File: config.mk
export PLATFORM = sky130hd
export DESIGN_NAME = instr_encoder_loader
export DESIGN_NICKNAME = d
export VERILOG_FILES = /design/src/rtl/instr_encoder_loader.sv
export SDC_FILE = /design/constraint.sdc
export NUM_CORES = 1
export LEC_CHECK = 0
export ABC_AREA = 0
export CORE_MARGIN = 4
export CORE_UTILIZATION = 45
export CTS_CLUSTER_DIAMETER = 50
export DETAILED_ROUTE_END_ITERATION = 8
export PLACE_DENSITY = 0.89
export SLEW_MARGIN = 0
export SYNTH_ARGS = -nofsm -noshare
export SYNTH_HDL_FRONTEND = slang
export SYNTH_SLANG_ARGS = --single-unit
File: constraint.sdc
create_clock -name clk_i -period 2.57 [get_ports clk_i]
set_input_delay 0.257 -clock clk_i [delete_from_list [all_inputs] [get_ports clk_i]]
set_output_delay 0.257 -clock clk_i [all_outputs]
set_load 0.02 [all_outputs]
File: src/rtl/instr_encoder_loader.sv
// Program loader: encodes instruction descriptors into MIPS words and
// writes them sequentially into instruction memory with backpressure.
//
// state | meaning
// ------+---------------------------------------------------------------
// IDLE  | waiting for start_i; no descriptors accepted
// LOAD  | ready for a descriptor; encodes and registers it on handshake
// WRITE | holds the write request until memory accepts it
// DONE  | one-cycle done_o pulse, then back to IDLE
module instr_encoder_loader #(
    parameter int          DEPTH     = 256,
    parameter logic [31:0] BASE_ADDR = 32'h0000_0000
) (
    input  logic                     clk_i,
    input  logic                     rst_n_i,
    input  logic                     start_i,
    input  logic                     in_valid_i,
    output logic                     in_ready_o,
    input  logic [2:0]               kind_i,
    input  logic [4:0]               rs_i,
    input  logic [4:0]               rt_i,
    input  logic [4:0]               rd_i,
    input  logic [5:0]               funct_i,
    input  logic [15:0]              imm_i,
    input  logic                     last_i,
    output logic                     mem_we_o,
    input  logic                     mem_ready_i,
    output logic [31:0]              mem_addr_o,
    output logic [31:0]              mem_wdata_o,
    output logic                     busy_o,
    output logic                     done_o,
    output logic                     err_o,
    output logic [$clog2(DEPTH):0]   count_o
);

    localparam int CW = $clog2(DEPTH) + 1;

    localparam logic [2:0] KIND_R    = 3'd0;
    localparam logic [2:0] KIND_LW   = 3'd1;
    localparam logic [2:0] KIND_SW   = 3'd2;
    localparam logic [2:0] KIND_ADDI = 3'd3;
    localparam logic [2:0] KIND_BEQ  = 3'd4;

    typedef enum logic [1:0] {
        IDLE  = 2'd0,
        LOAD  = 2'd1,
        WRITE = 2'd2,
        DONE  = 2'd3
    } state_t;

    state_t         state_q, state_d;
    logic [31:0]    addr_q, addr_d;
    logic [31:0]    wdata_q, wdata_d;
    logic           last_q, last_d;
    logic [CW-1:0]  count_q, count_d;
    logic           err_q, err_d;

    logic [31:0]    enc_word;
    logic           enc_legal;

    // Combinational encoder: descriptor fields to a 32-bit MIPS word.
    always_comb begin
        enc_word  = 32'h0000_0000;
        enc_legal = 1'b1;
        case (kind_i)
            KIND_R:    enc_word = {6'b000000, rs_i, rt_i, rd_i, 5'b00000, funct_i};
            KIND_LW:   enc_word = {6'b100011, rs_i, rt_i, imm_i};
            KIND_SW:   enc_word = {6'b101011, rs_i, rt_i, imm_i};
            KIND_ADDI: enc_word = {6'b001000, rs_i, rt_i, imm_i};
            KIND_BEQ:  enc_word = {6'b000100, rs_i, rt_i, imm_i};
            default:   enc_legal = 1'b0;
        endcase
    end

    // State and datapath registers; reset aborts any session in flight.
    always_ff @(posedge clk_i or negedge rst_n_i) begin
        if (!rst_n_i) begin
            state_q <= IDLE;
            addr_q  <= BASE_ADDR;
            wdata_q <= 32'h0000_0000;
            last_q  <= 1'b0;
            count_q <= '0;
            err_q   <= 1'b0;
        end else begin
            state_q <= state_d;
            addr_q  <= addr_d;
            wdata_q <= wdata_d;
            last_q  <= last_d;
            count_q <= count_d;
            err_q   <= err_d;
        end
    end

    // Next-state, datapath updates and Moore outputs.
    always_comb begin
        state_d    = state_q;
        addr_d     = addr_q;
        wdata_d    = wdata_q;
        last_d     = last_q;
        count_d    = count_q;
        err_d      = err_q;
        in_ready_o = 1'b0;
        mem_we_o   = 1'b0;
        busy_o     = 1'b1;
        done_o     = 1'b0;

        case (state_q)
            IDLE: begin
                busy_o = 1'b0;
                if (start_i) begin
                    state_d = LOAD;
                    addr_d  = BASE_ADDR;
                    count_d = '0;
                    err_d   = 1'b0;
                end
            end
            LOAD: begin
                in_ready_o = 1'b1;
                if (in_valid_i) begin
                    // A full session swallows the descriptor and ends, whatever last_i says.
                    if (count_q == CW'(DEPTH)) begin
                        err_d   = 1'b1;
                        state_d = DONE;
                    end else if (enc_legal) begin
                        wdata_d = enc_word;
                        last_d  = last_i;
                        state_d = WRITE;
                    end else begin
                        err_d = 1'b1;
                        if (last_i) begin
                            state_d = DONE;
                        end
                    end
                end
            end
            WRITE: begin
                mem_we_o = 1'b1;
                if (mem_ready_i) begin
                    addr_d  = addr_q + 32'd4;
                    count_d = count_q + CW'(1);
                    state_d = last_q ? DONE : LOAD;
                end
            end
            DONE: begin
                done_o  = 1'b1;
                state_d = IDLE;
            end
            default: begin
                state_d = IDLE;
            end
        endcase
    end

    assign mem_addr_o  = addr_q;
    assign mem_wdata_o = wdata_q;
    assign err_o       = err_q;
    assign count_o     = count_q;

endmodule

* After elaboration in Yosys (flattened, before gate mapping) *
Index checks and enable logic that the tools add are counted.

operators by class
  add/subtract/negate cells = 2
  equal/unequal tests = 13
  multiplexer cells = 25
  bitwise operators = 1
  reduce and logical (&&, ||, !) cells = 9

operators with widths
  operator                                                               number
  32-bit case mux with 5 select lines                                    1
  32-bit two-way mux                                                     2
  32-bit case mux with 2 select lines                                    1
  32-bit by 3-bit adder with 32-bit output, second input constant        1
  9-bit two-way mux                                                      2
  9-bit case mux with 2 select lines                                     1
  2-bit two-way mux                                                      7
  4-bit AND reduction                                                    3
  9-bit by 1-bit adder with 9-bit output, second input constant          1
  9-bit equality test, second input constant                             1
  1-bit two-way mux                                                      9
  2-bit case mux with 4 select lines                                     1
  3-bit by 2-bit equality test with 1-bit output, second input constant  2
  2-bit != test, second input constant                                   3
  5-bit OR reduction                                                     1
  2-bit equality test, second input constant                             2
  4-bit != test, second input constant                                   1
  2-bit nonzero test                                                     2
  3-bit by 1-bit equality test with 1-bit output, second input constant  1
  3-bit equality test, second input constant                             1
  3-bit zero test                                                        1
  3-bit != test, second input constant                                   1
  3-bit AND reduction                                                    1
  2-bit by 1-bit equality test with 1-bit output, second input constant  1
  3 further kinds                                                        3

storage, ports and cells
  bits of input ports = 46
  logic and storage cells = 56
  register bits after elaboration = 77

* Depth between registers and ports, before layout *
Gate-level depths: netlist of run 1.

  word-level depth = 7
  depth in mapped cells = 7

* Worst setup path before layout of run 1 *
Ideal clock, no wire load.

  kind = register to register
  from = register count_q[0], in the netlist count_o[0]
  to = register wdata_q[21], in the netlist mem_wdata_o[21]
  cell stages (with the launch flop) = 7
  clock period less this slack = 2.323 ns
  slack = 0.247 ns
  data required time = 2.445 ns
  data arrival time = 2.198 ns
  path buffers = 1
  library setup time = 0.125 ns
  cell sequence = dfrtp_1 > inv_1 > ha_1 > or4b_2 > o2111ai_4 > buf_4 > mux2_2

on the way
  longest elaborated chain between the ends = 3

ends and longest elaborated chain
  what                           RTL line  source
  start, declared                55        logic [CW-1:0] count_q, count_d;
  start signal, assigned         89        count_q <= count_d;
  9-bit equality test            121       if (count_q == CW'(DEPTH)) begin
  1-bit NOT (no line)            -
  4-bit AND reduction (no line)  -
  end signal, assigned           87        wdata_q <= wdata_d;
  end, declared                  53        logic [31:0] wdata_q, wdata_d;

No other way between the ends.
A chain may end at the register's enable or synchronous reset.

* Worst setup path after layout of run 1 *
  from = register state_q[0]
  to = output port in_ready_o

on the way
  longest elaborated chain between the ends = 2

ends and longest elaborated chain
  what                                            RTL line  source
  start, declared                                 51        state_t state_q, state_d;
  start signal, assigned                          85        state_q <= state_d;
  2-bit by 1-bit equality test with 1-bit output  107       case (state_q)
  1-bit two-way mux                               107
  end, declared                                   18        output logic in_ready_o,

No other way between the ends.

==> results_dict.tcl, run 1 <==
set metrics [dict create \
    pwr-share-comb_pct 41.9 \
    worstSetupPathType "reg2out" \
    yosys_warnings 0 \
    utilization_pct 66.9 \
    antenna_found_initial 0 \
    vias_per_cell 5.66 \
    holdPathStages 3 \
    ios 124 \
    fill_cells 580 \
    finClkSkew_ns 0.0106 \
    slew_violations 0 \
    finalSetupTns_ns 0 \
    vias 3359 \
    synthFlopType "dfrtp_1" \
    first_iter_violations 154 \
    clk_pin_slew_ns 0.08 \
    rsz0062_at_grt "false" \
    min_path_type "in2reg" \
    grt_usage_pct 22.2 \
    required_ns 2.31 \
    postSynthAreaPerCell_sq_um 9.80 \
    initial_utilization_pct 45.9 \
    rr_endpoint "state_q[0]$_DFFE_PN0P_" \
    grt_overflow_total 0 \
    ys_async_sr_fraction_pct 100 \
    grt_max_degree 44 \
    hp-start "imm_i[10]" \
    routed_wirelength_mm 9.99 \
    worstPathArrival_ns 2.14 \
    placed_area_sq_um 4860 \
    intPower_mw 2.90 \
    gp_congestion 0.881 \
    cts-htree-levels 3 \
    dp_hpwl_mm 7.21 \
    synth_enable_flop_cells 0 \
    nets 536 \
    seq_power_share_pct 35.9 \
    netlist_top_cells_area "dfrtp_1 51%, o21ai_0 4.8%, mux2_2 4.5%" \
    io_buffers 120 \
    timing.fmax_ghz 0.417 \
    fp.dieArea_sq_um 9320 \
    yosysMostFrequentCell "dfrtp_1" \
    area_growth_syn_to_layout_pct 45.7 \
    synth_area_leader_cell "dfrtp_1" \
    rr_startpoint "count_o[0]$_DFFE_PN0P_" \
    cts_resized 0 \
    p_sw_mw 1.63 \
    vdd_ir_drop_max_mv 0.682 \
    power_density_nw_per_um2 882 \
    finalCriticalPeriod_ns 2.40 \
    rows 32 \
    leakage_nw 2.05 \
    fin_crit_sh_pct 93.4 \
    die_h_microns 96.6 \
    clock_latency_ns 0.35 \
    synth_top_area_share_pct 51.0 \
    maxCapViolCount 0 \
    max_slew_margin_pct 30.4 \
    synthesis.area_sq_um 3530 \
    r2r_slack_ns 0.19 \
    p_clk_share_pct 22.3 \
    wl_per_cell_microns 16.8 \
    drive_gt1_share_pct 10.8 \
    crit_path_start_kind "flop" \
    endpoint_kind "output port" \
    numCtsBuffers 9 \
    core-area_sq_um 7690 \
    grt_pass1_vias 3262 \
    die_x_microns 96.6 \
    stdcell_area_sq_um 5140 \
    cp_max_fo 15 \
    tritoncts "yes" \
    detail-route-antenna-nets 0 \
    hold_viol 0 \
    ys_types 40 \
    swShare_pct 35.9 \
    reg2reg_depth 6 \
    ys_ff_latch 72 \
    setup-violations-final 0 \
    cts.path.max_buffers 2 \
    syn-instance-count 360 \
    first_pass_iters 4 \
    grt_pass1_wl_mm 15.8 \
    antenna_cells 0 \
    ys_seq_area_share_pct 51.0 \
    hold-path-endpoint "mem_wdata_o[10]$_DFFE_PN0P_" \
    status "finished, final reports clean" \
    cts.sinks 72 \
    worst_slew_pin_slew_ns 1.04 \
    clockRootBuffer "clkbuf_8" \
    synth.cells.most_frequent "72 x dfrtp_1, 42 x nand2_1, 34 x o21ai_0" \
    drc 0 \
]
[state kept, by name, summed over array words and instances, names as in the netlist]
name	cells
mem_wdata_o	29
err_o	1
state_q	2
last_q	1
mem_addr_o	30
count_o	9
[worst max-delay path: stages, from the launching register on]
cell and delay, ns:
dfrtp_1 0.38, buf_4 0.21, nor2b_1 0.48, clkdlybuf4s50_1 0.72
[cells in the final DEF, fill, tap and decap left out, types with 4 or more instances in the layout]
cell,netlist,routed
inv_1,8,8
or3_1,11,11
dfrtp_1,72,72
clkdlybuf4s50_1,0,119
o31ai_1,12,12
o21ai_0,34,34
xnor2_1,10,10
or4_1,16,16
nor2_1,16,15
mux2_2,14,14
nor3_1,5,5
clkbuf_8,0,11
nor4_1,4,4
buf_4,7,15
a22oi_1,11,11
nand2_1,42,42
a21oi_1,25,25
nand3_1,14,14
nand4_1,7,7
[layout make-up]
| cell class | count | area (sq um) | area share, % |
|---|---|---|---|
| clock buffers | 12 | 155 | 3.02 |
| inverters | 8 | 30.0 | 0.584 |
| multi-input cells | 257 | 1580 | 30.8 |
| repair buffers | 139 | 1380 | 26.8 |
| clock inverters | 3 | 65.1 | 1.27 |
| flip-flops and latches | 72 | 1800 | 35.0 |
| well taps | 102 | 128 | 2.48 |
[worst max path at each step]
stage | from | endpoint | slack (ns)
floorplan | count_o[0]$_DFFE_PN0P_ | mem_wdata_o[21]$_DFFE_PN0P_ | 0.25
global placement | count_o[0]$_DFFE_PN0P_ | mem_wdata_o[13]$_DFFE_PN0P_ | 0.25
detailed placement | count_o[0]$_DFFE_PN0P_ | mem_wdata_o[12]$_DFFE_PN0P_ | 0.14
CTS | count_o[0]$_DFFE_PN0P_ | mem_wdata_o[7]$_DFFE_PN0P_ | 0.11
global route | count_o[0]$_DFFE_PN0P_ | state_q[0]$_DFFE_PN0P_ | 0.07
finish | state_q[0]$_DFFE_PN0P_ | in_ready_o | 0.17
[power by group through the flow]
stage / Sequential, mW / Clock, mW / Combinational [mW]
finish: 1.63 / 1.01 / 1.90
global route: 1.66 / 1.07 / 2.04
CTS: 1.62 / 1.03 / 1.86
detailed placement: 1.64 / 0 / 1.83
global placement: 1.62 / 0 / 1.78
floorplan: 1.92 / 0 / 0.638
[routing by layer]
layer / wire length, microns / vias to the layer above / share of wire [%] / global-route usage [%]
met5: 0 / - / 0 / 0
met4: 273 / 0 / 2.7 / 10.2
met3: 1080 / 26 / 11 / 7.75
met2: 4930 / 166 / 49 / 35.1
met1: 3710 / 1616 / 37 / 27.3
li1: - / 1551 / - / -
[metrics by stage]
stage | setup slack, ns | power (mW) | hold WS, ns | instances
floorplan | 0.247 | 2.55 | -0.0386 | 362
global placement | 0.252 | 3.41 | 0.328 | 573
detailed placement | 0.136 | 3.47 | 0.340 | 573
CTS | 0.107 | 4.51 | 0.458 | 589
global route | 0.0683 | 4.77 | 0.489 | 593
finish | 0.170 | 4.53 | 0.474 | 593
[kinds of logic after synthesis]
| family | synth area share (%) |
|---|---|
| xor gates and xnor gates | 2.98 |
| buffers and inverters | 4.36 |
| AOI/OAI and AO/OA | 15.6 |
| muxes | 4.75 |
| adders and majority gates | 1.06 |
| DFF | 51.0 |
| and+or+nand+nor | 20.1 |
| other | 0.106 |
[repair_timing]
| item | 4_1_cts | 5_1_grt |
|---|---|---|
| endpoints found under the hold margin | 29 | 0 |
| buffers inserted | 0 | 4 |
| hold buffers | 1 | 0 |
| setup endpoints to repair | 0 | 11 |
No activity file was read; power rests on OpenSTA's default activity.
==> inputs of run 2 (changes only) <==
--- a/config.mk
+++ b/config.mk
@@ -5,12 +5,12 @@
 export SDC_FILE = /design/constraint.sdc
 export NUM_CORES = 1
 export LEC_CHECK = 0
-export ABC_AREA = 0
+export ABC_AREA = 1
 export CORE_MARGIN = 4
 export CORE_UTILIZATION = 45
 export CTS_CLUSTER_DIAMETER = 50
 export DETAILED_ROUTE_END_ITERATION = 8
-export PLACE_DENSITY = 0.89
+export PLACE_DENSITY = 0.86
 export SLEW_MARGIN = 0
 export SYNTH_ARGS = -nofsm -noshare
 export SYNTH_HDL_FRONTEND = slang
==> constraint.sdc (replaced) <==
create_clock -name clk_i -period 3 [get_ports clk_i]
set_input_delay 0.3 -clock clk_i [delete_from_list [all_inputs] [get_ports clk_i]]
set_output_delay 0.3 -clock clk_i [all_outputs]
set_load 0.02 [all_outputs]
==> run 2 against run 1 <==
Sequential share of layout area shrank 2.4 points. Combinational power shrank 16%. Synthesized cell count grew 55%. Critical endpoint is now mem_we_o.
==> results_dict.tcl, run 2 <==
set metrics [dict create \
    status "finished, final reports clean" \
    post-place-ws_ns 0.879 \
    endpoint_kind "output port" \
    fp.dieArea_sq_um 10500 \
    vias 3962 \
    grt_pass1_vias 3931 \
    area_growth_syn_to_layout_pct 37.2 \
    multiInputGateArea_sq_um 1790 \
    initial_utilization_pct 46.1 \
    rows 34 \
    synth_enable_flop_cells 0 \
    final_cell_mix "171 x nand2_1, 119 x clkdlybuf4s50_1, 76 x nor2_1" \
    tritoncts "yes" \
    ys_async_sr_fraction_pct 100 \
    largest_reg_flops 30 \
    antenna_found_initial 0 \
    clk_pin_slew_ns 0.08 \
    grt_usage_pct 21.4 \
    die_x_microns 103 \
    clock_latency_ns 0.35 \
    drc 0 \
    slew_violations 0 \
    die_h_microns 103 \
    grt_max_degree 37 \
    grt_overflow_total 0 \
    synthesis.area_sq_um 4020 \
    detail-route-antenna-nets 0 \
    syn-instance-count 559 \
    stdcell_area_sq_um 5520 \
    synth.cells.most_frequent "171 x nand2_1, 76 x nor2_1, 72 x dfrtp_1, 72 x inv_1, 30 x o21ai_0" \
    ys_seq_area_share_pct 44.8 \
    max_slew_margin_pct 49.1 \
    fill_cells 742 \
    cts_resized 0 \
    whs_ns 0.00824 \
    grt_pass1_wl_mm 17.8 \
    ys_types 30 \
    layout_commonest_cell "nand2_1" \
    synthFlopType "dfrtp_1" \
    layout.area.seq_sq_um 1800 \
    vdd_ir_drop_max_mv 0.491 \
    hold_buffers 0 \
    gp_congestion 0.852 \
    clockRootBuffer "clkbuf_8" \
    fin_crit_sh_pct 78.1 \
    dp.cells 774 \
    leakage_nw 2.60 \
    vias_per_cell 5.02 \
    hold_viol 0 \
    nets 726 \
    worstSetupPathType "reg2out" \
    cts-htree-levels 3 \
    maxCapViolCount 0 \
    yosysMostFrequentCell "nand2_1" \
    finalPower_mw 3.98 \
    dp_hpwl_mm 8.19 \
    worst_slew_pin_slew_ns 0.763 \
    first_iter_violations 84 \
    drive_gt1_share_pct 7.92 \
    crit_path_start_kind "flop" \
    core-area_sq_um 8720 \
    postSynthAreaPerCell_sq_um 7.20 \
    setup-violations-final 0 \
    rsz0062_at_grt "false" \
    wl_per_cell_microns 13.8 \
    synth_top_area_share_pct 44.8 \
    netlist_top_cells_area "dfrtp_1 45%, nand2_1 16%, nor2_1 7.1%" \
    finalCriticalPeriod_ns 2.34 \
    yosys_warnings 0 \
    timing.fmax_ghz 0.427 \
    routed_wirelength_mm 10.9 \
    utilization_pct 63.3 \
    antenna_cells 0 \
    finalNonFillerCells 790 \
    placed_area_sq_um 5260 \
    power_density_nw_per_um2 722 \
    required_ns 2.70 \
    ios 124 \
    worstPathArrival_ns 2.04 \
    numCtsBuffers 9 \
    cp_max_fo 10 \
    finClkSkew_ns 0.00970 \
    finalSetupTns_ns 0 \
    cts.path.max_buffers 2 \
    ys_ff_latch 72 \
    finalWorstSetupSlack_ns 0.656 \
    first_pass_iters 5 \
    cts.sinks 72 \
    synth_area_leader_cell "dfrtp_1" \
    io_buffers 120 \
    post-cts-setup-buffers 0 \
    min_path_type "in2async" \
]
## run 2: cell count changes after synthesis, moves of 11 or more
cell	change
nand2_1	+129
inv_1	+64
nor2_1	+60
or4_1	-16
clkbuf_1	-14
mux2_2	-14
nand3_1	+13
o31ai_1	-12
or3_1	-11
## run 2: cell families (layout without fill, tap and decap cells)
logic type / count (synthesis) / count (layout) / synth area share (%)
buffers and inverters: 98 / 219 / 10.9
adders and majority gates: 3 / 3 / 0.933
and+or+nand+nor: 325 / 325 / 35.6
other: 1 / 3 / 0.0932
DFF: 72 / 72 / 44.8
xor gates and xnor gates: 1 / 1 / 0.218
AOI/OAI and AO/OA: 59 / 59 / 7.46
## run 2: area by class of cell
| cell class | instances | area share (%) |
|---|---|---|
| multi-input cells | 391 | 32.5 |
| clock buffers | 12 | 2.99 |
| flip-flops and latches | 72 | 32.6 |
| inverters | 78 | 5.30 |
| well taps | 108 | 2.45 |
| repair buffers | 125 | 22.4 |
| clock inverters | 4 | 1.79 |
## run 2: worst paths after layout
| kind | cells after the start | slack [ns] | to | from |
|---|---|---|---|---|
| setup / recovery | 3 | 0.66 | mem_we_o | state_q[1]$_DFFE_PN0P_ |
| hold / removal | 1 | 0.008 | mem_addr_o[6]$_DFFE_PN0P_ | rst_n_i |
| setup reg to reg | 9 | 1.08 | mem_wdata_o[2]$_DFFE_PN0P_ | count_o[0]$_DFFE_PN0P_ |
| hold reg to reg | 2 | 0.48 | mem_wdata_o[21]$_DFFE_PN0P_ | mem_wdata_o[21]$_DFFE_PN0P_ |
| max in group asynchronous | 2 | 2.21 | count_o[5]$_DFFE_PN0P_ | rst_n_i |
| min in group clk_i | 2 | 0.48 | mem_wdata_o[21]$_DFFE_PN0P_ | mem_wdata_o[21]$_DFFE_PN0P_ |
## run 2: per-layer routing
layer | vias to the layer above | share of wire [%] | global-route usage, %
li1 | 1962 | - | -
met1 | 1826 | 40 | 25.2
met2 | 154 | 49 | 36.3
met3 | 20 | 9.2 | 6.97
met4 | 0 | 1.5 | 8.17
met5 | - | 0 | 0
## run 2: worst max-delay path, stage by stage, from the launching register on
cell and delay (ns):
dfrtp_1 0.49, inv_2 0.10, nor2_2 0.39, clkdlybuf4s50_1 0.70
## run 2: power by group
group | leakage [nW] | internal, mW | switching, mW
Sequential | 0.963 | 1.20 | 0.192
Combinational | 1.50 | 0.675 | 0.912
Clock | 0.133 | 0.623 | 0.378
==> RTL edit 1, RTL diff (config.mk and constraints of run 1) <==
Encoding of `state_t`: now one-hot (4 bits for 4 states).
--- a/src/rtl/instr_encoder_loader.sv
+++ b/src/rtl/instr_encoder_loader.sv
@@ -42,9 +42,9 @@
     localparam logic [2:0] KIND_BEQ  = 3'd4;
 
-    typedef enum logic [1:0] {
-        IDLE  = 2'd0,
-        LOAD  = 2'd1,
-        WRITE = 2'd2,
-        DONE  = 2'd3
+    typedef enum logic [3:0] {
+        IDLE  = 4'b0001,
+        LOAD  = 4'b0010,
+        WRITE = 4'b0100,
+        DONE  = 4'b1000
     } state_t;
 
Function: same outputs for any inputs over 4 cycles, from zero or initial values and one cycle with rst_n_i low; so few cycles prove little.
==> RTL edit 1 against run 1 <==
Critical endpoint unchanged; power fell by 8.8%; register-to-register slack better by 130 ps; cell area increased by 4.7%; area after synthesis grew 8.5%; setup slack improved by 80 ps; die area rose by 7.8%; via count grew 8.0%; final cell count grew 5.2%; highest routed layer unchanged; synthesized cell count grew 8.9%; sequential cell count increased by 2; wire length grew 7.9%; critical path type unchanged; sequential share of layout area is 0.63 points lower; core utilization fell by 1.7 points.
==> RTL edit 1: results <==
export IMPL_p_comb_mw=1.51
export IMPL_drive_gt1_share_pct=10.2
export IMPL_clk_share_pct=4.39
export IMPL_skew_ps=12.6
export IMPL_dr_pass1_iters=6
export IMPL_outcome="complete, no violations"
export IMPL_place_ws_ps=351
export IMPL_cts_resized=1
export IMPL_crit_fanout=7
export IMPL_routed_via_density=5.81
export IMPL_pwr_share_clk_pct=25.4
export IMPL_critPathArrivalTime_ps=2060
export IMPL_fin_crit_sh_pct=90.3
export IMPL_synthDistinctLibCells=53
export IMPL_leakagePower_nw=2.21
export IMPL_p_sw_share_pct=34.3
export IMPL_synth_top_cells_by_count="73 x dfrtp_1, 52 x nand2_1, 47 x o21ai_0, 15 x nand3_1, 13 x a21oi_1"
export IMPL_layout_nets=563
export IMPL_multi_input_gates=286
export IMPL_post_drt_wl_per_cell_um=17.3
export IMPL_signal_buffers=134
export IMPL_wl_met2_mm=5.27
export IMPL_sh_seq_area_pct=34.4
export IMPL_vdd_drop_max_mv=0.646
export IMPL_grt_pass1_wl_mm=17.5
export IMPL_placed_cell_area_um2=5150
export IMPL_vias=3628
export IMPL_whs_ps=38.8
export IMPL_nWellTaps=105
export IMPL_multi_input_area_um2=1830
export IMPL_dp_cells=608
export IMPL_cts_sinks=74
export IMPL_reg2reg_slack_ps=320
export IMPL_grt_use_met3_pct=8.13
export IMPL_cts_root_buf="clkbuf_8"
export IMPL_nClkBuffers=11
export IMPL_n_all_inverters=9
export IMPL_globalRouteMet2Util_pct=35.3
export IMPL_synth_seq_area_share_pct=48.4
export IMPL_power_density_nw_per_um2=768
export IMPL_fillCellCount=650
export IMPL_gp_congestion=0.854
export IMPL_m1WireLength_mm=4.28
export IMPL_met3_wirelength_mm=1.06
export IMPL_postSynthCellCount=392
export IMPL_drtIter0Drc=251
export IMPL_layout_nonclk_buf_share_pct=24.1
export IMPL_worst_pin_slew_ps=957
export IMPL_synth_area_leaders="dfrtp_1 48%, o21ai_0 6.1%, nand2_1 5.1%"
export IMPL_grt_usage_pct=21.8
export IMPL_combinationalPowerShare_pct=36.5
export IMPL_dpl_hpwl_mm=7.86
==> RTL edit 1: cell types whose count changed in the layout (fill, tap and decap cells not counted), sizes merged, moves of 5 or more <==
cell and change:
nand2 +11, o21ai +15, or3 -6, mux2i +8, nor2 -6, xnor2 -10
o211ai +5, or4 -6, a21oi -12
==> RTL edit 1: path summary, 6_finish.rpt <==
path	from	end	cells past startpoint
worst max-delay path	state_q[3]	in_ready_o	2
worst min-delay path	rst_n_i	mem_wdata_o[22]	1
worst max register to register	count_o[2]	mem_wdata_o[2]	4
worst min register to register	mem_wdata_o[29]	mem_wdata_o[29]	2
max in group asynchronous	rst_n_i	mem_addr_o[13]	2
min in group clk_i	imm_i[10]	mem_wdata_o[10]	3
==> RTL edit 1: cell families after synthesis <==
group           synth area share (%)
xor+xnor                       0.229
simple gates                    22.1
mux                             5.88
fa+ha+maj                      0.980
compound gates                  17.8
other cells                   0.0979
flops                           48.4
buf+inv                         4.57
==> RTL edit 2, RTL diff (settings of run 1) <==
Made on the original files. Change the parameter `DEPTH` from 256 to 512.
--- a/src/rtl/instr_encoder_loader.sv
+++ b/src/rtl/instr_encoder_loader.sv
@@ -9,5 +9,5 @@
 // DONE  | one-cycle done_o pulse, then back to IDLE
 module instr_encoder_loader #(
-    parameter int          DEPTH     = 256,
+    parameter int          DEPTH     = 512,
     parameter logic [31:0] BASE_ADDR = 32'h0000_0000
 ) (
Interface: changed (resized count_o); port bits go from 124 to 125. The function was not compared with the original's and may differ.
==> RTL edit 2 against run 1 <==
Cell area is 4.6% higher; wire length increased by 2.5%; count of clock-buffer cells in the layout fell by 3; sequential cell count is 1 higher; global-route usage is 1.8 points lower; area after synthesis up 11%; power shrank 1.3%; combinational power shrank 3%; setup slack gained 140 ps; maximum frequency grew 6.0%; hold slack worse by 440 ps; critical path type is now reg -> reg; highest routed layer unchanged.
==> RTL edit 2: results <==
export IMPL_grt_usage_pct=20.3
export IMPL_fillCellCount=638
export IMPL_drive_gt1_share_pct=13.4
export IMPL_reg2regPathDepth=5
export IMPL_cts_resized=0
export IMPL_leakagePower_nw=2.27
export IMPL_dpl_hpwl_mm=7.33
export IMPL_cts_made_buffers=9
export IMPL_synth_seq_area_share_pct=46.7
export IMPL_post_drt_wl_per_cell_um=16.7
export IMPL_vias=3522
export IMPL_grt_start_max_net_pins=74
export IMPL_place_ws_ps=220
export IMPL_slew_viol_final=0
export IMPL_skew_ps=9.57
export IMPL_drtIter0Drc=230
export IMPL_synth_area_leaders="dfrtp_1 47%, mux2_2 6.9%, mux2i_1 5.4%"
export IMPL_dr_pass1_iters=4
export IMPL_synthDistinctLibCells=50
export IMPL_outcome="complete, no violations"
export IMPL_crit_fanout=30
export IMPL_hp_class="in -> async"
export IMPL_vdd_drop_max_mv=0.607
export IMPL_relSlewSlack_pct=37.0
export IMPL_layout_nets=552
export IMPL_critPathArrivalTime_ps=2490
export IMPL_gp_congestion=0.770
export IMPL_synth_top_cells_by_count="73 x dfrtp_1, 31 x nand2_1, 27 x nand3_1, 24 x mux2_2, 22 x nor2_1"
export IMPL_portBuffers=121
RTL edit 2: cell count changes after synthesis, moves of 9 or more:
cell	run 1	this run
o21ai_0	34	21
nand2_1	42	31
a22oi_1	11	0
mux2i_1	1	21
or3_1	11	2
mux2_2	14	24
nand3_1	14	27
RTL edit 2: report_power, final:
group          total [mW]  internal, mW  switching, mW
sequential           1.62          1.42          0.198
combinational        1.85         0.904          0.946
clock                1.01         0.547          0.461
RTL edit 2: final timing paths:
| kind | start | to | slack (ps) |
|---|---|---|---|
| min in group clk_i | imm_i[8] | mem_wdata_o[8] | 450 |
| worst min-delay path | rst_n_i | mem_addr_o[10] | 40 |
| worst min register to register | mem_wdata_o[18] | mem_wdata_o[18] | 510 |
| worst max register to register | count_o[6] | mem_wdata_o[25] | 310 |
| max in group asynchronous | rst_n_i | mem_wdata_o[11] | 1900 |
| worst max-delay path | count_o[6] | mem_wdata_o[25] | 310 |
RTL edit 2: kinds of logic (layout without fill, tap and decap cells):
kind of cell / Yosys count / in the layout / share of synthesized area (%)
simple gates: 140 / 140 / 19.8
mux: 46 / 46 / 12.7
xor+xnor: 9 / 9 / 2.02
compound gates: 73 / 73 / 11.8
fa+ha+maj: 3 / 3 / 0.960
flops: 73 / 73 / 46.7
other cells: 1 / 3 / 0.0959
buf+inv: 42 / 161 / 5.89
RTL edit 2: metrics by stage:
step           cell area [µm²]  instances
2_1_floorplan             3920        389
3_3_place_gp              5160        597
3_5_place_dp              5160        597
4_1_cts                   5380        613
5_1_grt                   5380        613
6_report                  5380        613
RTL edit 2: critical path, stage by stage, from the launching register on:
cell and delay, ps:
dfrtp_1 450, nor4b_1 600, a31oi_1 220, nand3_1 120, buf_4 360, mux2_2 390
RTL edit 2: layer usage:
layer / global-route usage, % / routed length, µm / vias up
met4: 8.38 / 187 / 0
met3: 6.54 / 920 / 20
li1: - / - / 1647
met1: 23.7 / 3980 / 1717
met2: 34.7 / 5160 / 138
met5: 0 / 0 / -
RTL edit 2: cell type report:
| cell class | count | area share (%) |
|---|---|---|
| multi-input combinational | 274 | 34.7 |
| sequential | 73 | 34.0 |
| timing repair buffer | 131 | 23.9 |
| tap | 105 | 2.44 |
| clock buffer | 9 | 2.30 |
| clock inverter | 7 | 1.77 |
| inverter | 14 | 0.977 |
